### src/rtl/pair_dispatcher_if.sv
// Signal bundle between the pair dispatcher, its cell memories and the filter bank.
// master = dispatcher side, slave = environment side.
interface pair_dispatcher_if #(
   parameter int NUM_FILTER = 7,
   parameter int ADDR_WIDTH = 7,
   parameter int PID_WIDTH  = 7,
   parameter int POS_WIDTH  = 32
);
   logic                                 start;
   logic                                 phase_in;
   logic [ADDR_WIDTH:0]                  num_nb;
   logic [NUM_FILTER*(ADDR_WIDTH+1)-1:0] num_ref;
   logic                                 ref_rd_en;
   logic [ADDR_WIDTH-1:0]                ref_rd_addr;
   logic [NUM_FILTER*3*POS_WIDTH-1:0]    ref_rd_data;
   logic                                 nb_rd_en;
   logic [ADDR_WIDTH-1:0]                nb_rd_addr;
   logic [3*POS_WIDTH-1:0]               nb_rd_data;
   logic [NUM_FILTER-1:0]                back_pressure;
   logic                                 all_buffer_empty;
   logic                                 phase;
   logic [NUM_FILTER-1:0]                input_valid;
   logic [PID_WIDTH-1:0]                 nb_id_in;
   logic [3*POS_WIDTH-1:0]               nb_pos;
   logic [NUM_FILTER*3*POS_WIDTH-1:0]    ref_pos;
   logic                                 busy;
   logic                                 done;

   modport master (
      input  start, phase_in, num_nb, num_ref, ref_rd_data, nb_rd_data,
             back_pressure, all_buffer_empty,
      output ref_rd_en, ref_rd_addr, nb_rd_en, nb_rd_addr, phase, input_valid,
             nb_id_in, nb_pos, ref_pos, busy, done
   );

   modport slave (
      output start, phase_in, num_nb, num_ref, ref_rd_data, nb_rd_data,
             back_pressure, all_buffer_empty,
      input  ref_rd_en, ref_rd_addr, nb_rd_en, nb_rd_addr, phase, input_valid,
             nb_id_in, nb_pos, ref_pos, busy, done
   );
endinterface

### src/rtl/pair_dispatcher.sv
// Pair stream source: holds one reference particle per filter and streams every
// home-cell particle past the filter bank, advancing the reference once the bank drains.
module pair_dispatcher #(
   parameter int NUM_FILTER = 7,
   parameter int ADDR_WIDTH = 7,
   parameter int PID_WIDTH  = 7,
   parameter int POS_WIDTH  = 32,
   parameter int DRAIN_WAIT = 24
) (
   input logic               clk,
   input logic               rst,
   pair_dispatcher_if.master bus
);
   localparam int CW = ADDR_WIDTH + 1;
   localparam int TW = 3 * POS_WIDTH;
   localparam int DW = $clog2(DRAIN_WAIT + 2);

   typedef enum logic [2:0] {
      S_IDLE, S_LOAD_REF, S_LOAD_CAP, S_STREAM, S_DRAIN, S_DONE
   } state_t;

   state_t                 state_q, state_d;
   logic [CW-1:0]          r_q, r_d, n_q, n_d;
   logic [CW-1:0]          num_nb_q, num_nb_d, max_ref_q, max_ref_d;
   logic [NUM_FILTER*CW-1:0] num_ref_q, num_ref_d;
   logic [DW-1:0]          wait_q, wait_d;
   logic                   phase_q, phase_d, busy_q, busy_d, done_q, done_d;
   logic                   issue;
   logic [NUM_FILTER-1:0]  mask;

   logic                   vld_p1;
   logic [NUM_FILTER-1:0]  mask_p1, valid_p2;
   logic [PID_WIDTH-1:0]   id_p1, id_p2;
   logic [TW-1:0]          pos_p2;
   logic [NUM_FILTER*TW-1:0] ref_pos_q;

   function automatic logic [CW-1:0] max_count(input logic [NUM_FILTER*CW-1:0] cnt);
      logic [CW-1:0] m;
      m = '0;
      for (int i = 0; i < NUM_FILTER; i++)
         if (cnt[i*CW +: CW] > m) m = cnt[i*CW +: CW];
      return m;
   endfunction

   always_comb begin
      for (int i = 0; i < NUM_FILTER; i++)
         mask[i] = (r_q < num_ref_q[i*CW +: CW]);
      // a home-cell particle never pairs with itself
      if (n_q == r_q) mask[0] = 1'b0;
   end

   always_comb begin
      state_d   = state_q;
      r_d       = r_q;
      n_d       = n_q;
      num_nb_d  = num_nb_q;
      num_ref_d = num_ref_q;
      max_ref_d = max_ref_q;
      wait_d    = wait_q;
      phase_d   = phase_q;
      busy_d    = busy_q;
      done_d    = 1'b0;
      issue     = 1'b0;
      unique case (state_q)
         S_IDLE: begin
            if (bus.start) begin
               num_nb_d  = bus.num_nb;
               num_ref_d = bus.num_ref;
               max_ref_d = max_count(bus.num_ref);
               phase_d   = bus.phase_in;
               r_d       = '0;
               n_d       = '0;
               busy_d    = 1'b1;
               state_d   = (bus.num_nb == '0 || max_ref_d == '0) ? S_DONE : S_LOAD_REF;
            end
         end
         S_LOAD_REF: state_d = S_LOAD_CAP;
         S_LOAD_CAP: begin
            n_d     = '0;
            state_d = S_STREAM;
         end
         S_STREAM: begin
            if (!(|bus.back_pressure)) begin
               issue = 1'b1;
               n_d   = n_q + 1'b1;
               if (n_q == num_nb_q - 1'b1) begin
                  wait_d  = '0;
                  state_d = S_DRAIN;
               end
            end
         end
         S_DRAIN: begin
            if (wait_q != DW'(DRAIN_WAIT)) begin
               wait_d = wait_q + 1'b1;
            end else if (bus.all_buffer_empty) begin
               r_d     = r_q + 1'b1;
               state_d = (r_d == max_ref_q) ? S_DONE : S_LOAD_REF;
            end
         end
         S_DONE: begin
            busy_d  = 1'b0;
            done_d  = 1'b1;
            state_d = S_IDLE;
         end
         default: state_d = S_IDLE;
      endcase
   end

   always_ff @(posedge clk) begin
      if (rst) begin
         state_q   <= S_IDLE;
         r_q       <= '0;
         n_q       <= '0;
         num_nb_q  <= '0;
         num_ref_q <= '0;
         max_ref_q <= '0;
         wait_q    <= '0;
         phase_q   <= 1'b0;
         busy_q    <= 1'b0;
         done_q    <= 1'b0;
      end else begin
         state_q   <= state_d;
         r_q       <= r_d;
         n_q       <= n_d;
         num_nb_q  <= num_nb_d;
         num_ref_q <= num_ref_d;
         max_ref_q <= max_ref_d;
         wait_q    <= wait_d;
         phase_q   <= phase_d;
         busy_q    <= busy_d;
         done_q    <= done_d;
      end
   end

   // p1: read in flight in the home memory; p2: registered pair outputs
   always_ff @(posedge clk) begin
      if (rst) begin
         vld_p1    <= 1'b0;
         mask_p1   <= '0;
         id_p1     <= '0;
         valid_p2  <= '0;
         id_p2     <= '0;
         pos_p2    <= '0;
         ref_pos_q <= '0;
      end else begin
         vld_p1 <= issue;
         if (issue) begin
            mask_p1 <= mask;
            id_p1   <= PID_WIDTH'(n_q[ADDR_WIDTH-1:0]);
         end
         valid_p2 <= vld_p1 ? mask_p1 : '0;
         if (vld_p1) begin
            id_p2  <= id_p1;
            pos_p2 <= bus.nb_rd_data;
         end
         if (state_q == S_LOAD_CAP) ref_pos_q <= bus.ref_rd_data;
      end
   end

   assign bus.ref_rd_en   = (state_q == S_LOAD_REF);
   assign bus.ref_rd_addr = r_q[ADDR_WIDTH-1:0];
   assign bus.nb_rd_en    = issue;
   assign bus.nb_rd_addr  = n_q[ADDR_WIDTH-1:0];
   assign bus.phase       = phase_q;
   assign bus.input_valid = valid_p2;
   assign bus.nb_id_in    = id_p2;
   assign bus.nb_pos      = pos_p2;
   assign bus.ref_pos     = ref_pos_q;
   assign bus.busy        = busy_q;
   assign bus.done        = done_q;
endmodule

### src/flat_wrapper.sv
// flat-port wrapper written by rule: the top's interface ports become plain ports
module pair_dispatcher_flat 
#(
   parameter int NUM_FILTER = 7,
   parameter int ADDR_WIDTH = 7,
   parameter int PID_WIDTH  = 7,
   parameter int POS_WIDTH  = 32,
   parameter int DRAIN_WAIT = 24
)
  (clk, rst, bus_start, bus_phase_in, bus_num_nb, bus_num_ref, bus_ref_rd_data, bus_nb_rd_data, bus_back_pressure, bus_all_buffer_empty, bus_ref_rd_en, bus_ref_rd_addr, bus_nb_rd_en, bus_nb_rd_addr, bus_phase, bus_input_valid, bus_nb_id_in, bus_nb_pos, bus_ref_pos, bus_busy, bus_done);
  pair_dispatcher_if #(.NUM_FILTER(NUM_FILTER), .ADDR_WIDTH(ADDR_WIDTH), .PID_WIDTH(PID_WIDTH), .POS_WIDTH(POS_WIDTH)) bus_i ();
  input logic clk;
  input logic rst;
  input wire logic [$bits(bus_i.start)-1:0] bus_start;
  input wire logic [$bits(bus_i.phase_in)-1:0] bus_phase_in;
  input wire logic [$bits(bus_i.num_nb)-1:0] bus_num_nb;
  input wire logic [$bits(bus_i.num_ref)-1:0] bus_num_ref;
  input wire logic [$bits(bus_i.ref_rd_data)-1:0] bus_ref_rd_data;
  input wire logic [$bits(bus_i.nb_rd_data)-1:0] bus_nb_rd_data;
  input wire logic [$bits(bus_i.back_pressure)-1:0] bus_back_pressure;
  input wire logic [$bits(bus_i.all_buffer_empty)-1:0] bus_all_buffer_empty;
  output wire logic [$bits(bus_i.ref_rd_en)-1:0] bus_ref_rd_en;
  output wire logic [$bits(bus_i.ref_rd_addr)-1:0] bus_ref_rd_addr;
  output wire logic [$bits(bus_i.nb_rd_en)-1:0] bus_nb_rd_en;
  output wire logic [$bits(bus_i.nb_rd_addr)-1:0] bus_nb_rd_addr;
  output wire logic [$bits(bus_i.phase)-1:0] bus_phase;
  output wire logic [$bits(bus_i.input_valid)-1:0] bus_input_valid;
  output wire logic [$bits(bus_i.nb_id_in)-1:0] bus_nb_id_in;
  output wire logic [$bits(bus_i.nb_pos)-1:0] bus_nb_pos;
  output wire logic [$bits(bus_i.ref_pos)-1:0] bus_ref_pos;
  output wire logic [$bits(bus_i.busy)-1:0] bus_busy;
  output wire logic [$bits(bus_i.done)-1:0] bus_done;
  assign bus_i.start = bus_start;
  assign bus_i.phase_in = bus_phase_in;
  assign bus_i.num_nb = bus_num_nb;
  assign bus_i.num_ref = bus_num_ref;
  assign bus_i.ref_rd_data = bus_ref_rd_data;
  assign bus_i.nb_rd_data = bus_nb_rd_data;
  assign bus_i.back_pressure = bus_back_pressure;
  assign bus_i.all_buffer_empty = bus_all_buffer_empty;
  assign bus_ref_rd_en = bus_i.ref_rd_en;
  assign bus_ref_rd_addr = bus_i.ref_rd_addr;
  assign bus_nb_rd_en = bus_i.nb_rd_en;
  assign bus_nb_rd_addr = bus_i.nb_rd_addr;
  assign bus_phase = bus_i.phase;
  assign bus_input_valid = bus_i.input_valid;
  assign bus_nb_id_in = bus_i.nb_id_in;
  assign bus_nb_pos = bus_i.nb_pos;
  assign bus_ref_pos = bus_i.ref_pos;
  assign bus_busy = bus_i.busy;
  assign bus_done = bus_i.done;
  pair_dispatcher #(.NUM_FILTER(NUM_FILTER), .ADDR_WIDTH(ADDR_WIDTH), .PID_WIDTH(PID_WIDTH), .POS_WIDTH(POS_WIDTH), .DRAIN_WAIT(DRAIN_WAIT)) u_core (.clk(clk), .rst(rst), .bus(bus_i));
endmodule
### config.mk
export PLATFORM = sky130hd
export DESIGN_NAME = pair_dispatcher_flat
export DESIGN_NICKNAME = d
export VERILOG_FILES = /design/src/rtl/pair_dispatcher_if.sv /design/src/rtl/pair_dispatcher.sv /design/src/flat_wrapper.sv
export SDC_FILE = /design/constraint.sdc
export NUM_CORES = 2
export LEC_CHECK = 0
export CORE_AREA = 2 2 645 647
export DETAILED_ROUTE_END_ITERATION = 12
export DIE_AREA = 0 0 647 649
export PLACE_DENSITY = 0.37
export SLEW_MARGIN = 25
export SYNTH_ARGS = -nofsm -noshare
export SYNTH_HDL_FRONTEND = slang
export SYNTH_SLANG_ARGS = --single-unit
### constraint.sdc
create_clock -name clk -period 22.5 [get_ports clk]
set_clock_uncertainty 0.1 [all_clocks]
set_input_delay 3.375 -clock clk [delete_from_list [all_inputs] [get_ports clk]]
set_output_delay 3.375 -clock clk [all_outputs]
set_load 0.05 [all_outputs]
======== Yosys cells after proc, flatten, opt, wreduce, memory -nomap -nowiden ========
Index checks and enable logic that the tools add are counted.
operators by class
  $add $sub $neg .......................... 4
  magnitude comparators ................... 14
  eq/ne operators ......................... 15
  mux-type cells .......................... 45
  bitwise operators ....................... 1
  reductions and logical operators ........ 16
operators by type and width
  cell                                                 number
  two-way mux 8 bit                                    25
  less-than comparator 8 bit                           7
  > comparator 8 bit                                   6
  equality test 8 bit                                  3
  case mux 8 bit (3 select lines)                      1
  two-way mux 3 bit                                    7
  adder 8 x 1 -> 8 bit, second input constant          2
  logical NOT 8 bit                                    2
  case mux 8 bit (2 select lines)                      1
  two-way mux 5 bit                                    3
  case mux 3 bit (5 select lines)                      1
  case mux 5 bit (2 select lines)                      1
  > comparator 8 x 1 -> 1 bit, second input constant   1
  != test 2 bit, second input constant                 4
  AND reduction 4 bit                                  2
  subtractor 8 x 1 -> 8 bit, second input constant     1
  OR reduction 7 bit                                   1
  equality test 3 x 2 -> 1 bit, second input constant  2
  equality test 3 bit, second input constant           2
  nonzero test 2 bit                                   3
  adder 5 x 1 -> 5 bit, second input constant          1
  two-way mux 1 bit                                    5
  != test 5 bit, second input constant                 1
  AND reduction 5 bit                                  1
  other kinds (10)                                     12
storage, ports and cells
  bits in registers ....................... 896
  input port bits ......................... 844
  output and inout port bits .............. 801
  logic and storage cells ................. 112

======== Longest topological paths before layout ========
  depth in word-level cells ............... 33
  mapped depth ............................ 63
  depth with buffers taken out ............ 61

======== Worst setup path before layout ========
OpenSTA, ideal clock, no wires.
  path kind ............................... input -> register
  from .................................... input port bus_num_ref[1]
  to ...................................... register u_core.state_q[2]
  setup time .............................. 0.116 ns
  arrival ................................. 13.733 ns
  required time ........................... 22.284 ns
  slack ................................... 8.550 ns
  stages on the path ...................... 56
  path buffers ............................ 6
  cell sequence ........................... inv_1 ha_1 nor2b_1 o211ai_1 a21oi_1 o21ai_2 mux2i_1 ha_1 a211oi_2 o21ai_1 and3b_1 or2_1 buf_2 clkbuf_1 o21ai_0 ha_1 and4_1 o21a_1 [... 20 more ...] a21oi_1 nor2_1 a41o_1 or3_1 buf_2 buf_2 nor2_1 a21oi_1 ha_1 a21o_1 a21oi_1 o21ai_0 o21ai_1 clkinv_1 a211oi_1 a221oi_1 and3b_1 a41o_1
between the ends
  word-level cells in the longest chain between the ends .. 33
ends and longest elaborated chain
  what                                 RTL line                RTL
  start: declaration                   flat_wrapper.sv:17      input wire logic [$bits(bus_i.num_ref)-1:0] bus_num_ref;
  > comparator 8 x 1 -> 1 bit          pair_dispatcher.sv:41   if (cnt[i*CW +: CW] > m) m = cnt[i*CW +: CW];
  two-way mux 8 bit (*)                pair_dispatcher.sv:41
  two-way mux 8 bit (*)                pair_dispatcher.sv:66   if (bus.start) begin
  two-way mux 8 bit (*)                pair_dispatcher.sv:64   unique case (state_q)
  > comparator 8 bit                   pair_dispatcher.sv:41
  two-way mux 8 bit (*)                pair_dispatcher.sv:41
  two-way mux 8 bit (*)                pair_dispatcher.sv:66
  two-way mux 8 bit (*)                pair_dispatcher.sv:64
  [... 17 more ...]                    --
  two-way mux 8 bit (*)                pair_dispatcher.sv:41
  two-way mux 8 bit (*)                pair_dispatcher.sv:66
  two-way mux 8 bit (*)                pair_dispatcher.sv:64
  logical NOT 8 bit (*)                pair_dispatcher.sv:74   state_d = (bus.num_nb == '0 || max_ref_d == '0) ? S_DONE : S_LOAD_REF;
  logical OR 1 bit (*)                 pair_dispatcher.sv:74
  two-way mux 3 bit (*)                pair_dispatcher.sv:74
  two-way mux 3 bit (*)                pair_dispatcher.sv:66
  case mux 3 bit (5 select lines) (*)  pair_dispatcher.sv:64
  end signal: assignment               pair_dispatcher.sv:122  state_q <= state_d;
  end: declaration                     pair_dispatcher.sv:22   state_t state_q, state_d;
Mark *: on every way between the ends. The rest lies on a longest branch, timed or not. The select of a mux whose other input is x is not followed.
A chain may end at the register's enable or synchronous reset.

======== Worst setup path in the final report ========
Same ends and word-level chain as after synthesis.

==> flow_metrics.tcl <==
set metrics [dict create \
    outcome "complete, no violations" \
    switching_share 0.356 \
    final_nets 6804 \
    holdWs_ns 0.351 \
    yosysTopAreaCellShare 0.518 \
    setup_crit_path_kind "input port to register" \
    final.setup.tns_ns 0 \
    clk_path_buf_depth 4 \
    startpoint_type "input port" \
    synth.avg_cell_area_um2 7.96 \
    synth-edff-count 0 \
    worstSetupEndpointType "register" \
    worst_skew_pair.late_latency_ns 0.83 \
    via_count 37594 \
    placedInstanceArea_um2 56900 \
    rows 236 \
    layout-drive-gt1-share 0.0555 \
    regToRegSetupSlack_ns 17.35 \
    cts_tree "yes" \
    sequentialPowerShare 0.317 \
    post_cts.repair.setup_buffers 0 \
    syn2layout_area_growth_pct 78.8 \
    worst_path_largest_cell_delay_ns 0.72 \
    grt_usage 0.150 \
    clkPwrFrac 0.420 \
    port-buffer-count 1644 \
    synth_seq_area_share 0.518 \
    place.gp.congestion 0.903 \
    design.core.area_um2 413000 \
    post_synth_inst_count 4346 \
    max_cap_violations 0 \
    die_x_um 647 \
    floorplan.die_area_um2 420000 \
    critPathMaxFanout 15 \
    report.final.slew_viol_count 0 \
    comb_power_share 0.262 \
    routed_wl_um 325000 \
    crit-reg2reg-launch "u_core.state_q[2]" \
    antenna_found_initial 252 \
    mean_number_of_vias_per_cell 3.27 \
    synth_fp_nets 5288 \
    pre_cts_ws_ns 4.58 \
    max_slew.worst_pin.slew_ns 1.11 \
    grt_pass1_vias 37538 \
    total_leakage_power_nw 20.6 \
    pwr_density_cell_nw_per_um2 90.1 \
    finalHoldViolations 0 \
    holdBufCountCts 0 \
    rsz_0062_raised_after_global_routing "false" \
    clock_slew_seen_by_the_registers_of_the_worst_setup_and_hold_paths_ns 0.05 \
    critPathSlowestCell "mux2i_1" \
    cts_max_level 4 \
    ioPinCount 1645 \
    worstHoldPathCells 2 \
    synth-main-ff-cell "dfxtp_1" \
    drt.antenna.violating_nets 0 \
    post-synth-top-area-cell "dfxtp_1" \
    internal-power_mw 3.59 \
    setup_viol_count_final 0 \
    drc 0 \
    worstPathRequired_ns 23.06 \
    postSynthRegisterBits 896 \
    net_switching_power_mw 1.99 \
    finalCritPeriodShare 0.740 \
    worstHoldPathType "register to register" \
    hold_path_end "u_core.num_ref_q[0]" \
    timing.max_slew.rel_slack 0.256 \
    grt_max_degree 157 \
    routedWlPerCell_um 28.3 \
    global_route_wire_length_before_repair_um 413000 \
    drt-pass1-iter-count 10 \
    final_critical_path_setup_slack_ns 5.84 \
    synthesized_cell_area_um2 34600 \
    p_total_mw 5.57 \
    synth_cell_types 65 \
    die_y_um 649 \
    floorplan.initialDensity 0.0839 \
    fmaxAchievable_mhz 60.0 \
    most_frequent_standard_cell_in_the_layout_excluding_fill_and_tap_cells "clkdlybuf4s50_1" \
    synth_area_leaders "dfxtp_1, nand2_1, a21oi_1" \
    tritoncts_num_sinks 896 \
    cts_resized 0 \
    most_frequent_cells_in_the_layout "clkdlybuf4s50_1, nand2_1, dfxtp_1" \
    worst_r2r_endpoint "u_core.bus.ref_pos[115]" \
    synthArstFlopShare 0 \
    drt_first_iter_violations 2164 \
    synth.yosys.warnings 0 \
    grt-ovfl-total 0 \
    worst_ir_drop_vdd_v 0.0000553 \
    finalWorstPathRequiredPeriod_ns 16.66 \
    cts_inserted_buffers 139 \
    reg2reg_depth 8 \
    dpl.hpwl_um 278000 \
    cp.arrival_ns 17.22 \
    worstHoldStart "u_core.num_ref_q[0]" \
    root_buffer "clkbuf_16" \
    stdcell_area_um2 61900 \
]
==> layer usage <==
layer  vias up  GRT usage  wire length [µm]
li1      17409          -                 -
met1     18016      0.170            128000
met2      1472      0.260            158000
met3       557     0.0536             27900
met4       140     0.0444             11000
met5         -          0               926
==> layout make-up <==
class,instances,area [µm²]
Fill cell,46785,351000
Sequential cell,896,17900
Tap cell,5474,6850
Clock inverter,54,835
Timing Repair Buffer,1688,16700
Inverter,81,304
Antenna cell,56,140
Multi-Input combinational cell,3056,15100
Clock buffer,191,3940
==> flip-flops by register name, indices dropped and copies added, names as in the netlist, 5 cells and up <==
signal                  flops
u_core.n_q                  8
u_core.bus.nb_pos          96
u_core.wait_q               5
u_core.bus.ref_pos        672
u_core.num_nb_q             8
u_core.r_q                  8
u_core.max_ref_q            8
u_core.bus.nb_id_in         7
u_core.id_p1                7
u_core.num_ref_q           56
u_core.mask_p1              7
u_core.bus.input_valid      7
==> how the worst max path moves through the flow <==
stage,slack (ns),end,from
floorplan,8.55,u_core.state_q[2],bus_num_ref[1]
global placement,4.53,u_core.state_q[2],bus_num_ref[1]
detailed placement,4.58,u_core.state_q[2],bus_num_ref[1]
CTS,5.50,u_core.state_q[2],bus_num_ref[1]
global route,4.80,u_core.state_q[2],bus_num_ref[1]
finish,5.84,u_core.state_q[2],bus_num_ref[1]
==> worst max-delay path: cells and delay by family <==
kind | cells | cell delay, ns
AND/OR/NAND/NOR | 16 | 3.43
multiplexers | 3 | 1.58
adder cells (fa/ha/maj) | 6 | 1.99
AO/OA/AOI/OAI | 26 | 5.72
buffers and inverters | 4 | 1.13
==> logic make-up (layout without fill, tap and decap cells) <==
group	after synthesis	in the layout	share of synthesized area
AO/OA/AOI/OAI	948	948	0.144
XOR/XNOR	40	40	0.0101
adder cells (fa/ha/maj)	98	98	0.0354
buffers and inverters	394	2014	0.0444
flip-flops	896	896	0.518
multiplexers	122	122	0.0355
other	0	56	0
AND/OR/NAND/NOR	1848	1848	0.212
==> power by group through the flow <==
stage | logic [mW] | clock network (mW) | registers (mW)
2_1_floorplan | 0.475 | 0 | 2.10
3_3_place_gp | 1.49 | 0 | 1.80
3_5_place_dp | 1.49 | 0 | 1.80
4_1_cts | 1.49 | 2.45 | 1.77
5_1_grt | 1.57 | 2.50 | 1.78
6_report | 1.46 | 2.34 | 1.77
==> through the flow <==
| step | util | std cells |
|---|---|---|
| 4_1_cts | 0.150 | 11439 |
| 2_1_floorplan | - | 4346 |
| 6_report | 0.150 | 11496 |
| 3_5_place_dp | 0.138 | 11194 |
| 5_1_grt | 0.150 | 11458 |
| 3_3_place_gp | 0.138 | 11194 |
==> synth_stat cells (3+ instances only) <==
master    number
and4_1         3
nor2b_1       22
mux2i_1      115
o21ai_0       47
a22oi_1        6
nor2_1       171
and3_1         8
nor3_2         4
ha_1          98
o21a_1         4
or3_1          6
nand2_1     1530
a31oi_1        6
and3b_1        3
nor3b_1        3
a21o_1        13
nor4_1        14
clkbuf_1     289
nand3b_1       8
o21ai_1        8
o211ai_1      15
nor3_1        11
buf_4         14
o311ai_0       4
or2_1          3
xnor2_1       14
o21bai_1       5
nand4_1       10
a21oi_1      814
nand3_1       13
nand2b_1      23
inv_1         79
xor2_1        26
buf_2          5
and2_1        10
mux2_2         7
dfxtp_1      896
buf_1          5
a211oi_1       3
Note: power is estimated with default switching activity, not from simulation.
